===== src/rtl/rfft_unload.sv =====
// Streams the N results of the 4-bank rfft_4pt memory out in natural order, one word per beat.
// Build option RFFT_UNLOAD_BITREV_EN: bank address is the bit-reverse of the output index.
module rfft_unload #(
  parameter int DATA_BIT = 16,
  parameter int ADDR_BIT = 3,
  parameter int N        = 32,
  parameter int n        = 5
) (
  input  logic                  clk,
  input  logic                  rst,
  input  logic                  start,
  output logic [4*ADDR_BIT-1:0] addr_read,
  input  logic [DATA_BIT-1:0]   mem0,
  input  logic [DATA_BIT-1:0]   mem1,
  input  logic [DATA_BIT-1:0]   mem2,
  input  logic [DATA_BIT-1:0]   mem3,
  output logic [DATA_BIT-1:0]   out_data,
  output logic [n-1:0]          out_index,
  output logic                  out_valid,
  input  logic                  out_ready,
  output logic                  out_last,
  output logic                  busy,
  output logic                  done
);

  typedef enum logic [1:0] {IDLE, READ, DRAIN} state_t;

  localparam logic [n-1:0] J_LAST = n'(N - 1);

  function automatic logic [n-1:0] map_idx(input logic [n-1:0] j);
`ifdef RFFT_UNLOAD_BITREV_EN
    for (int k = 0; k < n; k++) map_idx[k] = j[n-1-k];
`else
    map_idx = j;
`endif
  endfunction

  state_t                state_q, state_d;
  logic [n-1:0]          j_q, j_d;
  logic [ADDR_BIT-1:0]   addr_q, addr_d;
  logic                  rd_vld_q, rd_vld_d, rd_last_q, rd_last_d;
  logic [n-1:0]          rd_j_q, rd_j_d;
  logic [1:0]            rd_bank_q, rd_bank_d;
  logic                  h_vld_q, h_vld_d, h_last_q, h_last_d;
  logic [DATA_BIT-1:0]   h_dat_q, h_dat_d;
  logic [n-1:0]          h_idx_q, h_idx_d;
  logic                  s_vld_q, s_vld_d, s_last_q, s_last_d;
  logic [DATA_BIT-1:0]   s_dat_q, s_dat_d;
  logic [n-1:0]          s_idx_q, s_idx_d;
  logic                  done_q, done_d;

  logic                  pop, last_pop, issue;
  logic [1:0]            occ;
  logic [n-1:0]          i_cur, i_nxt, j_inc;
  logic [DATA_BIT-1:0]   rd_dat;

  always_ff @(posedge clk) begin
    if (rst) begin
      state_q   <= IDLE;
      j_q       <= '0;
      addr_q    <= '0;
      rd_vld_q  <= 1'b0;
      rd_last_q <= 1'b0;
      rd_j_q    <= '0;
      rd_bank_q <= '0;
      h_vld_q   <= 1'b0;
      h_last_q  <= 1'b0;
      h_dat_q   <= '0;
      h_idx_q   <= '0;
      s_vld_q   <= 1'b0;
      s_last_q  <= 1'b0;
      s_dat_q   <= '0;
      s_idx_q   <= '0;
      done_q    <= 1'b0;
    end else begin
      state_q   <= state_d;
      j_q       <= j_d;
      addr_q    <= addr_d;
      rd_vld_q  <= rd_vld_d;
      rd_last_q <= rd_last_d;
      rd_j_q    <= rd_j_d;
      rd_bank_q <= rd_bank_d;
      h_vld_q   <= h_vld_d;
      h_last_q  <= h_last_d;
      h_dat_q   <= h_dat_d;
      h_idx_q   <= h_idx_d;
      s_vld_q   <= s_vld_d;
      s_last_q  <= s_last_d;
      s_dat_q   <= s_dat_d;
      s_idx_q   <= s_idx_d;
      done_q    <= done_d;
    end
  end

  // Occupancy counts the head slot, the spare slot and the read whose data returns this cycle.
  assign pop      = h_vld_q & out_ready;
  assign last_pop = pop & h_last_q;
  assign occ      = 2'({1'b0, h_vld_q} + {1'b0, s_vld_q} + {1'b0, rd_vld_q} - {1'b0, pop});
  assign issue    = (state_q == READ) && (occ < 2'd2);

  always_comb begin
    state_d = state_q;
    case (state_q)
      IDLE:    if (start) state_d = READ;
      READ:    if (issue && (j_q == J_LAST)) state_d = DRAIN;
      DRAIN:   if (last_pop) state_d = IDLE;
      default: state_d = IDLE;
    endcase
  end

  always_comb begin
    j_inc     = j_q + 1'b1;
    i_cur     = map_idx(j_q);
    i_nxt     = map_idx(j_inc);
    j_d       = j_q;
    addr_d    = addr_q;
    if ((state_q == IDLE) && start) begin
      j_d    = '0;
      addr_d = '0;
    end else if (issue && (j_q != J_LAST)) begin
      j_d    = j_inc;
      addr_d = i_nxt[n-3:0];
    end

    rd_vld_d  = issue;
    rd_j_d    = j_q;
    rd_bank_d = i_cur[n-1:n-2];
    rd_last_d = (j_q == J_LAST);

    case (rd_bank_q)
      2'd0:    rd_dat = mem0;
      2'd1:    rd_dat = mem1;
      2'd2:    rd_dat = mem2;
      default: rd_dat = mem3;
    endcase

    // Pop shifts the spare into the head, then a returning word fills the first free slot.
    h_vld_d  = h_vld_q;
    h_dat_d  = h_dat_q;
    h_idx_d  = h_idx_q;
    h_last_d = h_last_q;
    s_vld_d  = s_vld_q;
    s_dat_d  = s_dat_q;
    s_idx_d  = s_idx_q;
    s_last_d = s_last_q;
    if (pop) begin
      h_vld_d  = s_vld_q;
      h_dat_d  = s_vld_q ? s_dat_q : h_dat_q;
      h_idx_d  = s_vld_q ? s_idx_q : h_idx_q;
      h_last_d = s_vld_q ? s_last_q : 1'b0;
      s_vld_d  = 1'b0;
    end
    if (rd_vld_q) begin
      if (!h_vld_d) begin
        h_vld_d  = 1'b1;
        h_dat_d  = rd_dat;
        h_idx_d  = rd_j_q;
        h_last_d = rd_last_q;
      end else begin
        s_vld_d  = 1'b1;
        s_dat_d  = rd_dat;
        s_idx_d  = rd_j_q;
        s_last_d = rd_last_q;
      end
    end

    done_d = last_pop;
  end

  always_comb begin
    addr_read = {4{addr_q}};
    out_data  = h_dat_q;
    out_index = h_idx_q;
    out_valid = h_vld_q;
    out_last  = h_last_q;
    busy      = (state_q != IDLE);
    done      = done_q;
  end

endmodule


===== config.mk =====
export PLATFORM = sky130hd
export DESIGN_NAME = rfft_unload
export DESIGN_NICKNAME = d
export VERILOG_FILES = /design/src/rtl/rfft_unload.sv
export SDC_FILE = /design/constraint.sdc
export NUM_CORES = 1
export LEC_CHECK = 0
export BUFFER_PORTS_ARGS = -buffer_cell sky130_fd_sc_hd__buf_2
export CAP_MARGIN = 20
export CORE_AREA = 10 10 121 90
export DETAILED_ROUTE_END_ITERATION = 16
export DIE_AREA = 0 0 131 100
export GPL_TIMING_DRIVEN = 0
export PLACE_DENSITY_LB_ADDON = 0.1
export SYNTH_ARGS = -nofsm -noshare
export SYNTH_HDL_FRONTEND = slang
export SYNTH_SLANG_ARGS = --single-unit

===== constraint.sdc =====
create_clock -name clk -period 2.1 [get_ports clk]
set_clock_uncertainty 0.05 [all_clocks]
set_input_delay 0.315 -clock clk [delete_from_list [all_inputs] [get_ports clk]]
set_output_delay 0.315 -clock clk [all_outputs]
set_load 0.03 [all_outputs]

* After elaboration in Yosys (flattened, before gate mapping)
Cells that the tools add are included.
Word-level totals: register bits 66, bits in latches 0, bits in writable memories 0, memory bits (read-only) 0, input port bits 68, logic and storage cells 64, memories kept 0
Cells by class: add/subtract/negate cells 4, $mul 0, divide/modulo/power cells 0, $lt $le $gt $ge 1, eq/ne operators 9, shifts and indexed selects 0, multiplexer cells 22, bitwise logic cells 2, reductions and logical operators 10
Operators by type and width (count):
- $mux 16 | 4
- $pmux 16 s3 | 1
- $mux 5 | 4
- $mux 1 | 9
- $mux 2 | 3
- $pmux 2 s3 | 1
- $add 5x1->5 const B | 1
- $eq 5x5->1 const B | 1
- $ne 5x5->1 const B | 1
- $eq 2x1->1 const B | 2
- $eq 2x2->1 const B | 2
- $logic_and 1x1->1 | 4
- $logic_not 2->1 | 2
- $ne 2x2->1 const B | 2
- $reduce_and 3->1 | 1
- $add 1x1->2 | 1
- $add 2x1->2 | 1
- $and 1x1->1 | 2
- $lt 2x2->1 const B | 1
- $ne 2x1->1 const B | 1
- $reduce_and 2->1 | 1
- $reduce_bool 2->1 | 1
- $reduce_or 2->1 | 1
- $sub 2x1->2 | 1

* Depth between registers and ports, before layout
Gate-level depths: netlist (run 1).
depth after elaboration 8, depth in mapped cells 8, gate-level depth less buffers 8

* Worst setup path before layout (run 1)
Ideal clock, no wire load.
path kind register to register, start point reg h_vld_q (netlist: out_valid), end point reg j_q[1] (netlist: i_cur[1]), library setup time 0.116 ns, arrival time 2.098 ns, slack -0.164 ns, cell stages (with the launch flop) 9, path buffers 0, cell sequence dfxtp_1 -> and2_1 -> ha_1 -> inv_1 -> ha_1 -> a21oi_2 -> mux2i_2 -> mux2i_1 -> nor2_1
On the way: longest elaborated chain between the ends 6, elaborated cells on any way between the ends 7, those cells by class 3 x add/sub; 1 x order compare; 1 x bitwise; 2 x reduce/logical
Ends and longest elaborated chain:
- from (decl) | RTL line 44 | logic h_vld_q, h_vld_d, h_last_q, h_last_d;
- from (signal assigned) | RTL line 83 | h_vld_q <= h_vld_d;
- $add 1x1->2 | RTL line 98 | assign occ = 2'({1'b0, h_vld_q} + {1'b0, s_vld_q} + {1'b0, rd_vld_q} - {1'b0, pop});
- $add 2x1->2 | RTL line 98
- $sub 2x1->2 (*) | RTL line 98
- $lt 2x2->1 (*) | RTL line 99 | assign issue = (state_q == READ) && (occ < 2'd2);
- $logic_and 1x1->1 (*) | RTL line 99
- $logic_and 1x1->1 (*) | RTL line 120 | end else if (issue && (j_q != J_LAST)) begin
- to (signal assigned) | RTL line 77 | j_q <= j_d;
- to (decl) | RTL line 39 | logic [n-1:0] j_q, j_d;
Every way passes the cells marked *; elsewhere a longest branch is shown, timed or not. A chain may end at the register's enable or synchronous reset.

* Worst setup path in the final report (run 1)
Same ends and word-level chain as after synthesis.

==> results.md, run 1 <==
* I/O pin total at between 100 and 150
* Detailed Place HPWL at around 6.7 mm
* Floorplan die area at around 13,000 um^2
* Synthesized instance count at 300
* Clk sinks at just over 60
* Transition at the pin with the smallest max-transition slack at 0.603 ns
* Most area-hungry cell type in the Yosys netlist: sky130_fd_sc_hd__dfxtp_1
* Worst slew margin at ~60%
* Final weighted congestion in routability-driven placement at between 0.7 and 0.8
* DRC viols at 0
* Result of the run: complete, no violations
* Average wire per cell in the routed design at 16.1 um
* Root cell of the clock tree: sky130_fd_sc_hd__clkbuf_16
* Sequential cell area at 1230 um^2
* Clock transition at the register clock pins on the worst setup and hold paths after CTS at around 0.050 ns
* Master of the slowest instance on the critical path: sky130_fd_sc_hd__mux2i_4
* Maximum vdd ir drop at roughly 380 uV
* Net total in the final layout at between 400 and 500
* Unrepaired setup endpoints after global routing: false
* Number of distinct library cells after synthesis at 37
* Fillcell total at between 800 and 900
* Total setup violations reported at the end of the flow at 0
* Grt peak-use layer: met2
* Antenna diode count at 0
* Area growth from synthesis to layout at 35.8%
* CTS max path bufs at 2
* Number of storage elements in the synthesis netlist at 61
* Max-cap violations at 0
* Top delay family on crit path: multiplexers
* Core region area at between 8000 and 9000 um^2
* Worst slack at placement at -0.129 ns
* Sequential share of the synthesized area at roughly 41%
* Placed Cells at ~530
* DRC marker count from the first detailed-route iteration at 141
* Number of synthesized flops with an enable pin at 0
* Count of input and output buffers at 103
* Count of endpoints failing hold in the final timing report at 0
* Vias in the first global route at about 2,700
* Most frequent cells in the layout: sky130_fd_sc_hd__buf_2 (110), sky130_fd_sc_hd__dfxtp_1 (57), sky130_fd_sc_hd__nand2_1 (46), sky130_fd_sc_hd__nor2_1 (31), sky130_fd_sc_hd__a21oi_1 (26)
* Number of buffer and inverter stages on the critical path at 1
* H-Tree Depth at 3
* Non-filler cells, final at ~550
* Chip Height at 100 um
* Synthesized area per cell at 9.83 um^2
* Routed wire length at about 8.8 mm
* Share of the clock period used by the worst path after layout at a little over nine tenths
* Lkg Pwr at approximately 1.8 nW
* Chip Width at about 130 um
* Data arrival, critical path at approximately 2.2 ns
* Insertion delay of the later-clocked pin in the worst-skew pair at 0.33 ns
* Largest net degree at the start of global routing at 12
* Top post-synthesis cells by area: sky130_fd_sc_hd__dfxtp_1 (41%), sky130_fd_sc_hd__mux4_2 (12%), sky130_fd_sc_hd__mux2i_1 (7.8%), sky130_fd_sc_hd__nand2_1 (5.9%), sky130_fd_sc_hd__a211oi_1 (4.8%)
* Antenna violations before repair at 0
* Post-DRT Antenna Nets at 0
* Met1 routing resource usage after global routing at roughly 17%
* Final global-route overflow total at 0
* Met3 capacity usage during global routing at ~4.4%
* Met2 global-route usage at 21.4%
* Pins Over Slew Limit at 0
* Number of buffers inserted during clock tree synthesis at 9
* Type of the setup path with the least slack: reg -> reg
* Critical Path RT at 2.26 ns
* Smallest setup slack after layout at ~0.086 ns
* Syn Nets at roughly 370
* First-pass iteration count of the detailed router at 4
* Leading cell type in the layout, fill and taps excluded: sky130_fd_sc_hd__buf_2
* Ys async rst share at 0%
* Type of origin of the critical path: register
* Prevailing post-synth register cell: sky130_fd_sc_hd__dfxtp_1
* Total via count in the routed design at about 2,600
* Via density per instance at ~4.7
* Multi-input gate area in the final layout at 1550 um^2
* Ratio of total power to cell area at 763 nW/um^2
* Max Fanout on Critical Path at 7
* TritonCTS clock tree: built
* Element type at the critical path end: register
* Netlist area before placement at 2950 um^2
* Slowest cell delay on critical path at 0.36 ns
* Share of layout cells above drive strength 1 at 43.4%
* Path category of the worst min-delay check: in -> reg
* Achievable clock frequency at between 400 and 500 MHz
* Synth warnings at 0
* Effective utilization at floorplan at 33.7%
* Placement row count at 29
* First-pass GRT wire length at 13.9 mm
* Total track usage at 13.5%
* Clock period minus final worst setup slack at roughly 2 ns
* Proportion of netlist area held by the largest area contributor at between 40% and 50%
* Crit path cell chain: and2_4 -> ha_1 -> inv_2 -> ha_4 -> a21oi_4 -> mux2i_4 -> mux2i_1 -> nor2_1
## report_power, final
part	internal [mW]	total [mW]	switching, mW
Combinational	0.157	0.367	0.209
Sequential	1.19	1.22	0.0273
Clock	0.945	1.47	0.521
## worst reg2reg max path: stages, from the launching register on
cell                      delay (ns)
sky130_fd_sc_hd__dfxtp_4        0.35
sky130_fd_sc_hd__and2_4         0.15
sky130_fd_sc_hd__ha_1           0.28
sky130_fd_sc_hd__inv_2          0.07
sky130_fd_sc_hd__ha_4           0.20
sky130_fd_sc_hd__a21oi_4        0.16
sky130_fd_sc_hd__mux2i_4        0.36
sky130_fd_sc_hd__mux2i_1        0.23
sky130_fd_sc_hd__nor2_1         0.05
## Yosys cell counts, types with 3 or more instances
library cell,count
sky130_fd_sc_hd__nor2b_1,6
sky130_fd_sc_hd__nor2_1,31
sky130_fd_sc_hd__dfxtp_1,61
sky130_fd_sc_hd__mux2i_1,23
sky130_fd_sc_hd__clkbuf_1,8
sky130_fd_sc_hd__inv_1,5
sky130_fd_sc_hd__buf_2,7
sky130_fd_sc_hd__ha_1,4
sky130_fd_sc_hd__a211oi_2,3
sky130_fd_sc_hd__nand2_1,46
sky130_fd_sc_hd__o21ai_0,3
sky130_fd_sc_hd__or3_1,3
sky130_fd_sc_hd__a21oi_1,26
sky130_fd_sc_hd__mux4_2,16
sky130_fd_sc_hd__buf_4,15
sky130_fd_sc_hd__a211oi_1,19
## path summary, 6_finish.rpt
kind         startpoint   endpoint  slack, ns  cells past startpoint
max           out_valid   i_cur[1]       0.09                      8
min                 rst  rd_j_q[2]       0.18                      2
max reg2reg   out_valid   i_cur[1]       0.09                      8
min reg2reg    s_last_q   s_last_q       0.40                      2
## final cells by class
cell class                      count  share of cell area, %
Multi-Input combinational cell    201                   38.7
Sequential cell                    61                   30.8
Timing Repair Buffer              106                   13.4
Clock buffer                       10                   5.97
Buffer                             33                   5.18
Tap cell                          124                   3.87
Clock inverter                      6                   1.56
Inverter                            5                  0.468
## logic make-up after synthesis
kind of cell,share of synthesized area [%]
AOI/OAI and AO/OA,12.5
xor gates and xnor gates,0.594
buffers and inverters,7.68
muxes,20.5
DFF,41.4
adders and majority gates,1.70
and+or+nand+nor,15.6
## what timing repair did
item	CTS	global route
resized for setup	5	7
setup endpoints to repair	5	7
hold buffers	0	0
setup buffers	1	2
pin swaps	1	5
## layer usage
layer,vias up,routed length (um)
li1,1283,-
met4,0,94
met2,68,4040
met3,6,521
met1,1198,4130
met5,-,0
## through the flow
stage	setup TNS (ns)	cell area (um^2)	utilization, %	hold WS [ns]	total power [mW]
after floorplan	0	2970	-	0.381	1.47
after global placement	-0.487	3640	41.6	0.393	1.60
after detailed placement	-0.487	3640	41.6	0.394	1.61
after CTS	0	3970	45.4	0.179	3.09
after global routing	0	4010	45.8	0.186	3.17
final	0	4010	45.8	0.177	3.05
## flip-flops by register name, indices dropped and copies added (netlist names), 2 cells and up
register / flops
i_cur: 5
out_data: 16
out_index: 5
rd_j_q: 5
s_dat_q: 16
s_idx_q: 5
state_q: 2
(Power assumes the default switching activity.)
==> run 2, diff against run 1 <==
Settings changed: CELL_PAD_IN_SITES_DETAIL_PLACEMENT set to 1, CELL_PAD_IN_SITES_GLOBAL_PLACEMENT set to 2, CORE_AREA 10 10 121 90 to 10 10 139 103, DIE_AREA 0 0 131 100 to 0 0 149 113.
==> run 2 against run 1 <==
Net effect: non-clock buffer count increased by 2; worst hold slack got worse by 0.0024 ns; global-route usage decreased by 1.4 points; utilization decreased by 11 points; combinational power increased by 4%; register-to-register slack got worse by 0.06 ns; clock power decreased by 10%; maximum frequency decreased by 3.0%; routed wire length increased by 16%; worst setup slack got worse by 0.062 ns; critical path type unchanged; critical endpoint is now i_cur[0].
==> results.md, run 2 (synthesis results as in run 1) <==
* Unrepaired setup endpoints after global routing: true (was false)
* First-pass iteration count of the detailed router at 4 (unchanged)
* Fraction of power spent switching nets at 25.5% (was 24.8%)
* Element type at the critical path end: register (unchanged)
* Pins Over Slew Limit at 0 (unchanged)
* Insertion delay of the later-clocked pin in the worst-skew pair at 0.33 ns (about the same)
* Count of input and output buffers at 103 (unchanged)
* Type of origin of the critical path: register (unchanged)
* Floorplan die area at 16,800 um^2 (was 13,100 um^2)
* Max-cap violations at 0 (unchanged)
* Share of layout cells above drive strength 1 at 44.0% (was 43.4%)
* Final-layout worst hold slack at 0.175 ns (was 0.177 ns)
* Logic pwr share at 13.0% (was 12.0%)
* Via density per instance at 4.52 (was 4.68)
* Data arrival, critical path at 2.24 ns (was 2.17 ns)
* Slowest cell delay on critical path at 0.38 ns (was 0.36 ns)
* I/O pin total at 105 (unchanged)
* Path category of the worst min-delay check: in -> reg (unchanged)
* Total track usage at 12.2% (was 13.5%)
* Net switching power of the design at 0.744 mW (was 0.758 mW)
* Count of endpoints failing hold in the final timing report at 0 (unchanged)
* Critical Path RT at 2.26 ns (about the same)
* Vias in the first global route at 2,939 (was 2,704)
* Largest net degree at the start of global routing at 11 (was 12)
* Chip Height at 113 um (was 100 um)
* Max Fanout on Critical Path at 7 (unchanged)
* Clk sinks at 61 (unchanged)
* Clock transition at the register clock pins on the worst setup and hold paths after CTS at 0.05 ns (about the same)
* Fillcell total at 1,338 (was 865)
* Total setup violations reported at the end of the flow at 0 (unchanged)
* Crit path cell chain: and2_4 -> ha_4 -> inv_2 -> ha_4 -> a21oi_4 -> mux2i_4 -> buf_6 -> xor2_1 -> nor2_1 (was and2_4 -> ha_1 -> inv_2 -> ha_4 -> a21oi_4 -> mux2i_4 -> mux2i_1 -> nor2_1)
* Area growth from synthesis to layout at 37.3% (was 35.8%)
* DRC viols at 0 (unchanged)
* Average wire per cell in the routed design at 17.5 um (was 16.1 um)
* DRC marker count from the first detailed-route iteration at 68 (was 141)
* Most repeated library cell on the critical path: sky130_fd_sc_hd__ha_4
* Lkg Pwr at 1.81 nW (about the same)
* Total power of the final layout at 2.92 mW (was 3.05 mW)
* Final weighted congestion in routability-driven placement at 0.763 (was 0.751)
* Final global-route overflow total at 0 (unchanged)
* Hold path depth at 2 (unchanged)
* Number of buffers inserted during clock tree synthesis at 9 (unchanged)
* Type of the setup path with the least slack: reg -> reg (unchanged)
* Post-DRT Antenna Nets at 0 (unchanged)
* Routed wire length at 10.2 mm (was 8.79 mm)
* Net total in the final layout at 491 (was 489)
* Worst slew margin at 57.3% (was 59.8%)
* Achievable clock frequency at 482 MHz (was 497 MHz)
* Clock period minus final worst setup slack at 2.08 ns (was 2.01 ns)
* Leading cell type in the layout, fill and taps excluded: sky130_fd_sc_hd__buf_2 (unchanged)
* H-Tree Depth at 3 (unchanged)
* Detailed Place HPWL at 7.78 mm (was 6.69 mm)
* Number of buffer and inverter stages on the critical path at 2 (was 1)
* WP depth at 9 (was 8)
* Maximum vdd ir drop at 398 uV (was 379 uV)
* Power share of the clock group at 45.1% (was 48.0%)
* Placement row count at 33 (was 29)
* Internal Dissipation at 2.18 mW (was 2.30 mW)
* First-pass GRT wire length at 15.9 mm (was 13.9 mm)
* Most frequent cells in the layout: sky130_fd_sc_hd__buf_2 (110), sky130_fd_sc_hd__dfxtp_1 (57), sky130_fd_sc_hd__nand2_1 (46), sky130_fd_sc_hd__nor2_1 (31), sky130_fd_sc_hd__a21oi_1 (24) (was sky130_fd_sc_hd__buf_2 (110), sky130_fd_sc_hd__dfxtp_1 (57), sky130_fd_sc_hd__nand2_1 (46), sky130_fd_sc_hd__nor2_1 (31), sky130_fd_sc_hd__a21oi_1 (26))
* Antenna violations before repair at 2 (was 0)
* Master of the slowest instance on the critical path: sky130_fd_sc_hd__mux2i_4 (unchanged)
* Chip Width at 149 um (was 131 um)
* Top delay family on crit path: adder cells (was multiplexers)
* FF-to-FF path depth at 9 (was 8)
* Ratio of total power to cell area at 721 nW/um^2 (was 763 nW/um^2)
* Total via count in the routed design at 2,628 (was 2,555)
* Core region area at 11,600 um^2 (was 8740 um^2)
* Cts hold-fix bufs at 0 (unchanged)
* Sequential fraction of design power at 41.9% (was 40.0%)
* CTS max path bufs at 2 (unchanged)
* Share of the clock period used by the worst path after layout at 98.9% (was 95.9%)
* Effective utilization at floorplan at 25.5% (was 33.7%)
* Result of the run: complete, no violations (unchanged)
* Root cell of the clock tree: sky130_fd_sc_hd__clkbuf_16 (unchanged)
* TritonCTS clock tree: built (unchanged)
* Transition at the pin with the smallest max-transition slack at 0.641 ns (was 0.603 ns)
==> run 2: worst register-to-register path, stage by stage (launching register included) <==
cell	delay, ns
sky130_fd_sc_hd__dfxtp_4	0.33
sky130_fd_sc_hd__and2_4	0.17
sky130_fd_sc_hd__ha_4	0.26
sky130_fd_sc_hd__inv_2	0.04
sky130_fd_sc_hd__ha_4	0.21
sky130_fd_sc_hd__a21oi_4	0.16
sky130_fd_sc_hd__mux2i_4	0.38
sky130_fd_sc_hd__buf_6	0.15
sky130_fd_sc_hd__xor2_1	0.15
sky130_fd_sc_hd__nor2_1	0.05
==> run 2: layer usage <==
layer	share of wire (%)	vias to the layer above	global-route usage [%]
li1	-	1288	-
met1	46	1252	14.8
met2	45	72	18.8
met3	7.1	14	5.06
met4	1.6	2	4.50
met5	0.18	-	0
==> run 2: cell type report <==
cell class              instances  area [um^2]  share of cell area [%]
clock buffers                  13          250                    6.18
repair buffers                108          557                    13.7
plain buffers                  33          208                    5.13
diodes                          1         2.50                  0.0618
multi-input cells             201         1570                    38.9
clock inverters                 2         10.0                   0.247
well taps                     157          196                    4.85
flip-flops and latches         61         1230                    30.5
inverters                       5         18.8                   0.463
==> run 2: metrics by stage <==
stage               setup WS (ns)  instances  setup TNS (ns)  utilization [%]  instance area, um^2
floorplan                 0.00991        300               0                -                 2970
global route              -0.0302        581         -0.0539             35.0                 4050
global placement           -0.167        560          -0.688             31.8                 3680
CTS                        0.0156        577               0             34.4                 3980
finish                     0.0241        581               0             35.0                 4050
detailed placement         -0.217        560          -0.867             31.8                 3680
==> run 2: what timing repair did <==
action,CTS,global route
endpoints found under the setup margin,5,6
pin swaps,1,3
gates resized for setup,9,10
buffers inserted,2,3
==> run 2: power by group through the flow <==
stage	logic (mW)	registers [mW]	clock network (mW)
floorplan	0.166	1.30	0
global placement	0.364	1.25	0
detailed placement	0.372	1.25	0
CTS	0.379	1.23	1.36
global route	0.415	1.23	1.41
finish	0.380	1.22	1.32
==> run 2: worst paths after layout <==
check / from / slack (ns) / end
worst min-delay path: rst / 0.17 / rd_j_q[2]
worst min register to register: s_idx_q[3] / 0.40 / s_idx_q[3]
worst max-delay path: out_valid / 0.02 / i_cur[0]
worst max register to register: out_valid / 0.02 / i_cur[0]
